==> src/rtl/gb_mem_pkg.sv <==
// Shared memory-map constants and types for the Game Boy memory subsystem.
package gb_mem_pkg;

    localparam logic [15:0] DMA_REG_ADDR  = 16'hFF46;
    localparam logic [15:0] OAM_BASE      = 16'hFE00;
    localparam logic [15:0] BUS_IDLE_ADDR = 16'hFFFF;
    localparam int          OAM_BYTES     = 160;

    typedef enum logic [1:0] {
        DMA_IDLE,
        DMA_START,
        DMA_XFER
    } dma_state_t;

    // Echo RAM pages E0-FF alias the work RAM at C0-DF.
    function automatic logic [7:0] fold_src_page(input logic [7:0] hi);
        return (hi >= 8'hE0) ? (hi - 8'h20) : hi;
    endfunction

endpackage

==> src/rtl/mem_if.sv <==
// Byte-wide memory access port shared between MMU, CPU and DMA.
interface mem_if;
    logic [15:0] addr_select;
    logic [7:0]  write_value;
    logic        write_enable;
    logic [7:0]  read_out;

    modport master (output addr_select, output write_value, output write_enable, input read_out);
    modport slave  (input addr_select, input write_value, input write_enable, output read_out);
endinterface

==> src/rtl/oam_dma_engine.sv <==
// OAM DMA: copies 160 bytes from page {src_hi,00} into FE00-FE9F, one byte per slot.
// Latency: first OAM write strobe CYCLES_PER_BYTE+READ_LAT+1 clocks after the trigger cycle.
// Backpressure: none; the MMU must serve a read every slot, and a retrigger restarts the copy.
module oam_dma_engine
    import gb_mem_pkg::*;
#(
    parameter int CYCLES_PER_BYTE = 4,
    parameter int READ_LAT        = 1
) (
    input  logic  clk,
    input  logic  rst,
    mem_if.slave  mmio_dma_if,
    mem_if.master dma_req,
    output logic  dma_active
);

    localparam int PW = $clog2(CYCLES_PER_BYTE);
    localparam logic [PW-1:0] PH_CAP   = PW'(READ_LAT);
    localparam logic [PW-1:0] PH_WR    = PW'(READ_LAT + 1);
    localparam logic [PW-1:0] PH_LAST  = PW'(CYCLES_PER_BYTE - 1);
    localparam logic [7:0]    LAST_IDX = 8'(OAM_BYTES - 1);

    dma_state_t    state;
    logic [PW-1:0] ph;
    logic [PW-1:0] start_cnt;
    logic [7:0]    idx;
    logic [7:0]    src_hi;
    logic [15:0]   bus_addr;
    logic [7:0]    bus_wdat;
    logic          bus_we;

    logic          trigger;
    logic          ph_last;
    logic [PW-1:0] nxt_ph;
    logic [7:0]    nxt_idx;
    logic [7:0]    src_page;

    assign trigger = mmio_dma_if.write_enable && (mmio_dma_if.addr_select == DMA_REG_ADDR);

    always_comb begin
        ph_last  = (ph == PH_LAST);
        nxt_ph   = ph_last ? '0 : ph + PW'(1);
        nxt_idx  = ph_last ? idx + 8'd1 : idx;
        src_page = fold_src_page(src_hi);
    end

    // Bus outputs are computed for the cycle after the edge, so they leave a flop.
    always_ff @(posedge clk) begin
        if (rst) begin
            state      <= DMA_IDLE;
            ph         <= '0;
            start_cnt  <= '0;
            idx        <= '0;
            src_hi     <= 8'hFF;
            bus_addr   <= BUS_IDLE_ADDR;
            bus_wdat   <= 8'h00;
            bus_we     <= 1'b0;
            dma_active <= 1'b0;
        end else if (trigger) begin
            // The trigger cycle counts as the first START clock.
            state      <= DMA_START;
            src_hi     <= mmio_dma_if.write_value;
            idx        <= '0;
            ph         <= '0;
            start_cnt  <= PW'(1);
            bus_addr   <= BUS_IDLE_ADDR;
            bus_we     <= 1'b0;
            dma_active <= 1'b1;
        end else begin
            case (state)
                DMA_START: begin
                    if (start_cnt == PH_LAST) begin
                        state    <= DMA_XFER;
                        ph       <= '0;
                        bus_addr <= {src_page, idx};
                    end else begin
                        start_cnt <= start_cnt + PW'(1);
                    end
                end
                DMA_XFER: begin
                    if (ph == PH_CAP) begin
                        bus_wdat <= dma_req.read_out;
                    end
                    ph <= nxt_ph;
                    if (ph_last && (idx == LAST_IDX)) begin
                        state      <= DMA_IDLE;
                        bus_addr   <= BUS_IDLE_ADDR;
                        bus_we     <= 1'b0;
                        dma_active <= 1'b0;
                    end else begin
                        idx <= nxt_idx;
                        if (nxt_ph <= PH_CAP) begin
                            bus_addr <= {src_page, nxt_idx};
                            bus_we   <= 1'b0;
                        end else begin
                            bus_addr <= OAM_BASE + {8'h00, nxt_idx};
                            bus_we   <= (nxt_ph == PH_WR);
                        end
                    end
                end
                default: begin
                    bus_addr   <= BUS_IDLE_ADDR;
                    bus_we     <= 1'b0;
                    dma_active <= 1'b0;
                end
            endcase
        end
    end

    assign mmio_dma_if.read_out = src_hi;
    assign dma_req.addr_select  = bus_addr;
    assign dma_req.write_value  = bus_wdat;
    assign dma_req.write_enable = bus_we;

endmodule

==> src/flat_wrapper.sv <==
// flat-port wrapper written by rule: the top's interface ports become plain ports
module oam_dma_engine_flat import gb_mem_pkg::*;
#(
    parameter int CYCLES_PER_BYTE = 4,
    parameter int READ_LAT        = 1
)
  (clk, rst, dma_active, mmio_dma_if_addr_select, mmio_dma_if_write_value, mmio_dma_if_write_enable, mmio_dma_if_read_out, dma_req_addr_select, dma_req_write_value, dma_req_write_enable, dma_req_read_out);
  mem_if mmio_dma_if_i ();
  mem_if dma_req_i ();
  input  logic clk;
  input  logic rst;
  output logic dma_active;
  input wire logic [$bits(mmio_dma_if_i.addr_select)-1:0] mmio_dma_if_addr_select;
  input wire logic [$bits(mmio_dma_if_i.write_value)-1:0] mmio_dma_if_write_value;
  input wire logic [$bits(mmio_dma_if_i.write_enable)-1:0] mmio_dma_if_write_enable;
  output wire logic [$bits(mmio_dma_if_i.read_out)-1:0] mmio_dma_if_read_out;
  output wire logic [$bits(dma_req_i.addr_select)-1:0] dma_req_addr_select;
  output wire logic [$bits(dma_req_i.write_value)-1:0] dma_req_write_value;
  output wire logic [$bits(dma_req_i.write_enable)-1:0] dma_req_write_enable;
  input wire logic [$bits(dma_req_i.read_out)-1:0] dma_req_read_out;
  assign mmio_dma_if_i.addr_select = mmio_dma_if_addr_select;
  assign mmio_dma_if_i.write_value = mmio_dma_if_write_value;
  assign mmio_dma_if_i.write_enable = mmio_dma_if_write_enable;
  assign mmio_dma_if_read_out = mmio_dma_if_i.read_out;
  assign dma_req_addr_select = dma_req_i.addr_select;
  assign dma_req_write_value = dma_req_i.write_value;
  assign dma_req_write_enable = dma_req_i.write_enable;
  assign dma_req_i.read_out = dma_req_read_out;
  oam_dma_engine #(.CYCLES_PER_BYTE(CYCLES_PER_BYTE), .READ_LAT(READ_LAT)) u_core (.clk(clk), .rst(rst), .mmio_dma_if(mmio_dma_if_i), .dma_req(dma_req_i), .dma_active(dma_active));
endmodule
==> config.mk <==
export PLATFORM = sky130hd
export DESIGN_NAME = oam_dma_engine_flat
export DESIGN_NICKNAME = d
export VERILOG_FILES = /design/src/rtl/gb_mem_pkg.sv /design/src/rtl/mem_if.sv /design/src/rtl/oam_dma_engine.sv /design/src/flat_wrapper.sv
export SDC_FILE = /design/constraint.sdc
export NUM_CORES = 1
export LEC_CHECK = 0
export ABC_AREA = 1
export CORE_ASPECT_RATIO = 1.5
export CORE_MARGIN = 2
export CORE_UTILIZATION = 40
export CTS_CLUSTER_SIZE = 28
export DETAILED_ROUTE_END_ITERATION = 6
export GPL_TIMING_DRIVEN = 0
export MAX_ROUTING_LAYER = met4
export PLACE_DENSITY = 0.69
export RECOVER_POWER = 100
export REMOVE_ABC_BUFFERS = 1
export SLEW_MARGIN = 20
export SYNTH_ARGS = -nofsm -noshare
export SYNTH_HDL_FRONTEND = slang
export SYNTH_SLANG_ARGS = --single-unit
export TNS_END_PERCENT = 20
==> constraint.sdc <==
create_clock -name clk -period 3.4 [get_ports clk]
set_input_delay 0.68 -clock clk [delete_from_list [all_inputs] [get_ports clk]]
set_output_delay 0.68 -clock clk [all_outputs]
set_load 0.05 [all_outputs]
==> results.cfg, run 1 <==
[power_and_ir_drop]
seqPwrFrac = 0.484
p_int_mw = 0.8864
p_comb_frac = 0.186
p_switching_mw = 0.3342
p_per_area_nw_per_um2 = 372.5
pwr-share-clk = 0.330
cellLeakagePower_nw = 1.453
vdd_drop_max_v = 0.0002157
swShare = 0.2738

[sta]
fin_crit_sh = 0.7007
slew_headroom = 0.5493
drv_slew = 0
finalSetupViolations = 0
period_minus_slack_ns = 2.382
whs_ns = 0.4756
worstMarginPinSlew_ns = 0.6738
tns_ns = 0
skew_ns = 0.01194
grt_setup_unrepaired = false
hold_viol = 0
max_freq_mhz = 419.8

[placement]
dp_hpwl_um = 4378
dp.cells = 491
io_buffers = 68
gp_congestion = 0.8962

[clock_network]
cts.sinks = 48
root_buffer = clkbuf_8
cts_inserted_buffers = 5
h-tree-depth = 2
cts_resized = 0
clockBufferDepth = 2
hold_buffers = 0
clkLatencyLatePin_ns = 0.30
clk_pin_slew_ns = 0.08
post_cts.repair.setup_buffers = 0
cts_tree = built

[yosys]
synth_cell_type_count = 34
synth_top_area_frac = 0.3871
ys.flop_type = dfxtp_1
synth_edf_count = 0
syn_area_um2 = 2482
synth_top_cells_by_area = dfxtp_1 39%, nand2_1 15%, inv_1 6.8%
yosysWarnings = 0
synth_area_leader_cell = dfxtp_1
synth.most_common_cell = nand2_1
ys_seq_area_frac = 0.3871
synthTopCellsByCount = 99 x nand2_1, 48 x dfxtp_1, 45 x inv_1, 40 x nor2_1
syn_inst = 359
synth_area_per_cell_um2 = 6.915
async_flop_share = 0
synth_seq_cells = 48

[final_layout]
areaGrowthSynthToFinish_pct = 32.01
drive_gt1_frac = 0.07059
nNetsFinal = 467
fillers = 609
multi_input_area_um2 = 1244
diodes = 0
register_area_um2 = 960.9
layout.cells.non_filler = 499
finalCoreUtilization = 0.5383

[detailed_routing]
finalWirelength_um = 5802
wl_per_cell_um = 11.63
drtAntennaViolNets = 0
vias = 2411
via_per_inst = 4.832
drtIter0Drc = 78
drc = 0
drt_pass1_iterations = 4

[flow_run]
maxCapViolations = 0

[floorplanning]
fp.dieW_um = 68.32
start_util = 0.4078
die_y_um = 100.5
dieArea_um2 = 6865
io_pins = 69
coreArea_um2 = 6087
num_rows = 35

[critical_path]
critPathArrivalTime_ns = 2.57
crit_fanout = 17
crit_chain = dlygate4sd3_1 -> nor2_8 -> clkinvlp_2 -> nor2_1 -> nand2_1
cp.depth = 5
rr_worst_depth = 9
worstSetupPathType = in -> reg
cp_num_buf_inv = 2
max_stage_delay_ns = 0.79
crit_path_end_kind = flop
cp.required_ns = 3.59
start_kind = input port
critPathTopFamily = buffers and inverters
cpMaxStageDelayCell = dlygate4sd3_1

[worst_hold_path]
holdPathStages = 2
min_path_type = reg -> reg

[grt]
gr-total-overflow = 0
grt.total_usage = 0.1907
first_global_vias = 2213
grt_pass1_wl_um = 9798
antenna_found_initial = 0
grt_max_degree = 19

[outcome]
outcome = completed
==> worst reg2reg max path: stages (launching register included) <==
cell and delay [ns]:
dfxtp_1 0.35, inv_1 0.06, ha_1 0.33, inv_2 0.15, nor2_4 0.33, inv_2 0.23, nand2_2 0.19, inv_1 0.09
a22oi_1 0.16, nand3_1 0.09
==> layer usage <==
metal | part of all wire | up-vias | track usage
li1 | - | 1272 | -
met3 | 0.036 | 12 | 0.01788
met4 | 0.022 | 0 | 0.1031
met5 | 0 | - | -
met2 | 0.54 | 55 | 0.3226
met1 | 0.40 | 1072 | 0.2153
==> through the flow <==
| step | total power, mW | instance area [um^2] | setup slack, ns |
|---|---|---|---|
| 2_1_floorplan | 0.7439 | 2402 | 1.706 |
| 3_3_place_gp | 0.8381 | 3176 | 0.9902 |
| 3_5_place_dp | 0.8395 | 3176 | 0.9590 |
| 4_1_cts | 1.242 | 3283 | 1.185 |
| 5_1_grt | 1.281 | 3277 | 0.8153 |
| 6_report | 1.221 | 3277 | 1.018 |
==> layout make-up <==
type	count	area share
Clock buffer	6	0.02215
Clock inverter	2	0.01069
Inverter	50	0.05842
Multi-Input combinational cell	251	0.3795
Sequential cell	48	0.2932
Tap cell	74	0.02826
Timing Repair Buffer	68	0.2077
==> registers in the layout, indices dropped and copies added (netlist names) <==
signal	cells
u_core.dma_active	1
u_core.dma_req.addr_select	16
u_core.dma_req.write_enable	1
u_core.dma_req.write_value	8
u_core.idx	8
u_core.mmio_dma_if.read_out	8
u_core.ph	2
u_core.start_cnt	2
u_core.state	2
==> worst paths after layout <==
check        slack [ns]                                     start                                          end
max                1.02                                       rst  u_core.dma_req.addr_select[12]$_SDFFE_PP1N_
min                0.48  u_core.dma_req.write_enable$_SDFFE_PP0N_     u_core.dma_req.write_enable$_SDFFE_PP0N_
max reg2reg        1.30              u_core.state[1]$_SDFFE_PP0P_  u_core.dma_req.addr_select[15]$_SDFFE_PP1N_
min reg2reg        0.48  u_core.dma_req.write_enable$_SDFFE_PP0N_     u_core.dma_req.write_enable$_SDFFE_PP0N_
==> layout by cell type (no fill, tap or decap), drive strengths merged <==
| cell type | n |
|---|---|
| nand4 | 6 |
| clkdlybuf4s50 | 32 |
| nand3 | 27 |
| a31oi | 2 |
| ha | 8 |
| o211ai | 1 |
| a211oi | 1 |
| bufinv | 1 |
| inv | 48 |
| a21oi | 20 |
| xor2 | 2 |
| clkbuf | 6 |
| clkinvlp | 1 |
| nor2 | 47 |
| nand2 | 102 |
| o21ai | 29 |
| dlygate4sd3 | 36 |
| clkinv | 2 |
| nor4 | 1 |
| dfxtp | 48 |
| or2 | 4 |
| a22oi | 1 |
==> logic make-up (layout without fill, tap and decap cells) <==
| kind of cell | after synthesis | count (layout) | share of synthesized area |
|---|---|---|---|
| AOI/OAI and AO/OA | 54 | 54 | 0.1159 |
| xor gates and xnor gates | 2 | 2 | 0.007058 |
| adders and majority gates | 8 | 8 | 0.04032 |
| buffers and inverters | 60 | 126 | 0.1109 |
| DFF | 48 | 48 | 0.3871 |
| and+or+nand+nor | 187 | 187 | 0.3387 |
==> power groups by stage <==
stage / clock (mW) / combinational, mW / sequential (mW)
2_1_floorplan: 0 / 0.0887 / 0.655
6_report: 0.402 / 0.228 / 0.591
3_3_place_gp: 0 / 0.234 / 0.604
4_1_cts: 0.415 / 0.235 / 0.592
3_5_place_dp: 0 / 0.235 / 0.605
5_1_grt: 0.438 / 0.250 / 0.593
Power figures use the tool's default switching activity.
==> run 2: changes to the inputs <==
Clock period 3.4 ns to 2.4 ns, I/O delays scaled along.
==> results.cfg, run 2 (synthesis results as in run 1) <==
[outcome]
outcome = completed

[clock_network]
cts.sinks = 48
h-tree-depth = 2
hold_buffers = 0
cts_tree = built
cts_resized = 0
clkLatencyLatePin_ns = 0.30
cts_inserted_buffers = 5
clk_pin_slew_ns = 0.09
root_buffer = clkbuf_8
post_cts.repair.setup_buffers = 0
clockBufferDepth = 2

[floorplanning]
die_y_um = 100.5
num_rows = 35
io_pins = 69
dieArea_um2 = 6865
coreArea_um2 = 6087
fp.dieW_um = 68.32
start_util = 0.4078

[final_layout]
layout_common_cells = 101 x nand2_1, 48 x dfxtp_1, 46 x inv_1, 41 x nor2_1, 36 x dlygate4sd3_1
areaGrowthSynthToFinish_pct = 30.44
nNetsFinal = 467
fin_area_um2 = 3238
drive_gt1_frac = 0.05412
mostFrequentLayoutCell = nand2_1
diodes = 0
finalCoreUtilization = 0.5320
largest_reg_flops = 16

[power_and_ir_drop]
p_per_area_nw_per_um2 = 531.9
vdd_drop_max_v = 0.0003049
total_power_mw = 1.722
cellLeakagePower_nw = 1.453

[critical_path]
cp.required_ns = 2.57
worstSetupPathType = reg -> reg
start_kind = flop
critPathArrivalTime_ns = 2.28
crit_fanout = 17
crit_path_end_kind = flop

[grt]
grt.busiest_layer = met2
use_met2 = 0.3249
use_met1 = 0.2125
first_global_vias = 2210
grtUsageMet3 = 0.02123
grt_max_degree = 19
grt.total_usage = 0.1910
gr-total-overflow = 0
antenna_found_initial = 0
grt_pass1_wl_um = 9798

[sta]
fin_crit_sh = 0.8799
finalWorstSetupSlack_ns = 0.2883
tns_ns = 0
skew_ns = 0.01170
worstMarginPinSlew_ns = 0.5976
grt_setup_unrepaired = false
hold_viol = 0
slew_headroom = 0.6003
max_freq_mhz = 473.6
period_minus_slack_ns = 2.112
finalSetupViolations = 0
drv_slew = 0

[detailed_routing]
via_per_inst = 4.808
drt_pass1_iterations = 4
drtAntennaViolNets = 0
wl_per_cell_um = 11.58
finalWirelength_um = 5778
vias = 2399
drtIter0Drc = 66
drc = 0

[placement]
dp_hpwl_um = 4378
io_buffers = 68
gp_congestion = 0.8962
place_area_um2 = 3176
place_ws_ns = 0.1590

[flow_run]
maxCapViolations = 0

[worst_hold_path]
min_path_type = reg -> reg
-- run 2: through the flow --
| stage | hold WS (ns) | std cells |
|---|---|---|
| 2_1_floorplan | 0.4428 | 349 |
| 3_3_place_gp | 0.4523 | 491 |
| 3_5_place_dp | 0.4610 | 491 |
| 4_1_cts | 0.4733 | 499 |
| 5_1_grt | 0.4848 | 499 |
| 6_report | 0.4739 | 499 |
-- run 2: final timing paths --
check	startpoint	to	slack, ns	depth (start not counted)
max	u_core.state[1]$_SDFFE_PP0P_	u_core.dma_req.addr_select[15]$_SDFFE_PP1N_	0.29	9
min	u_core.dma_req.write_enable$_SDFFE_PP0N_	u_core.dma_req.write_enable$_SDFFE_PP0N_	0.47	2
max reg2reg	u_core.state[1]$_SDFFE_PP0P_	u_core.dma_req.addr_select[15]$_SDFFE_PP1N_	0.29	9
min reg2reg	u_core.dma_req.write_enable$_SDFFE_PP0N_	u_core.dma_req.write_enable$_SDFFE_PP0N_	0.47	2
-- run 2: cell type report --
class                           instances  area (um^2)
Clock buffer                            6        72.57
Clock inverter                          2        35.03
Fill cell                             617         2849
Inverter                               50        192.7
Multi-Input combinational cell        251         1204
Sequential cell                        48        960.9
Tap cell                               74        92.59
Timing Repair Buffer                   68        680.7
-- run 2: power breakdown --
group          leakage (nW)  internal [mW]  switching [mW]
registers             0.388          0.822          0.0149
logic                  1.01          0.122           0.194
clock network        0.0552          0.309           0.260
-- run 2: per-layer routing --
layer,wire length (um),vias up
met3,218,14
met2,3077,59
met1,2298,1058
met5,0,-
li1,-,1268
met4,184,0
-- run 2: worst max-delay path: stages (launching register included) --
cell and delay (ns):
dfxtp_1 0.35, inv_1 0.06, ha_1 0.34, inv_2 0.15
nor2_4 0.32, inv_2 0.23, nand2_2 0.19, inv_1 0.09
a22oi_1 0.16, nand3_1 0.09
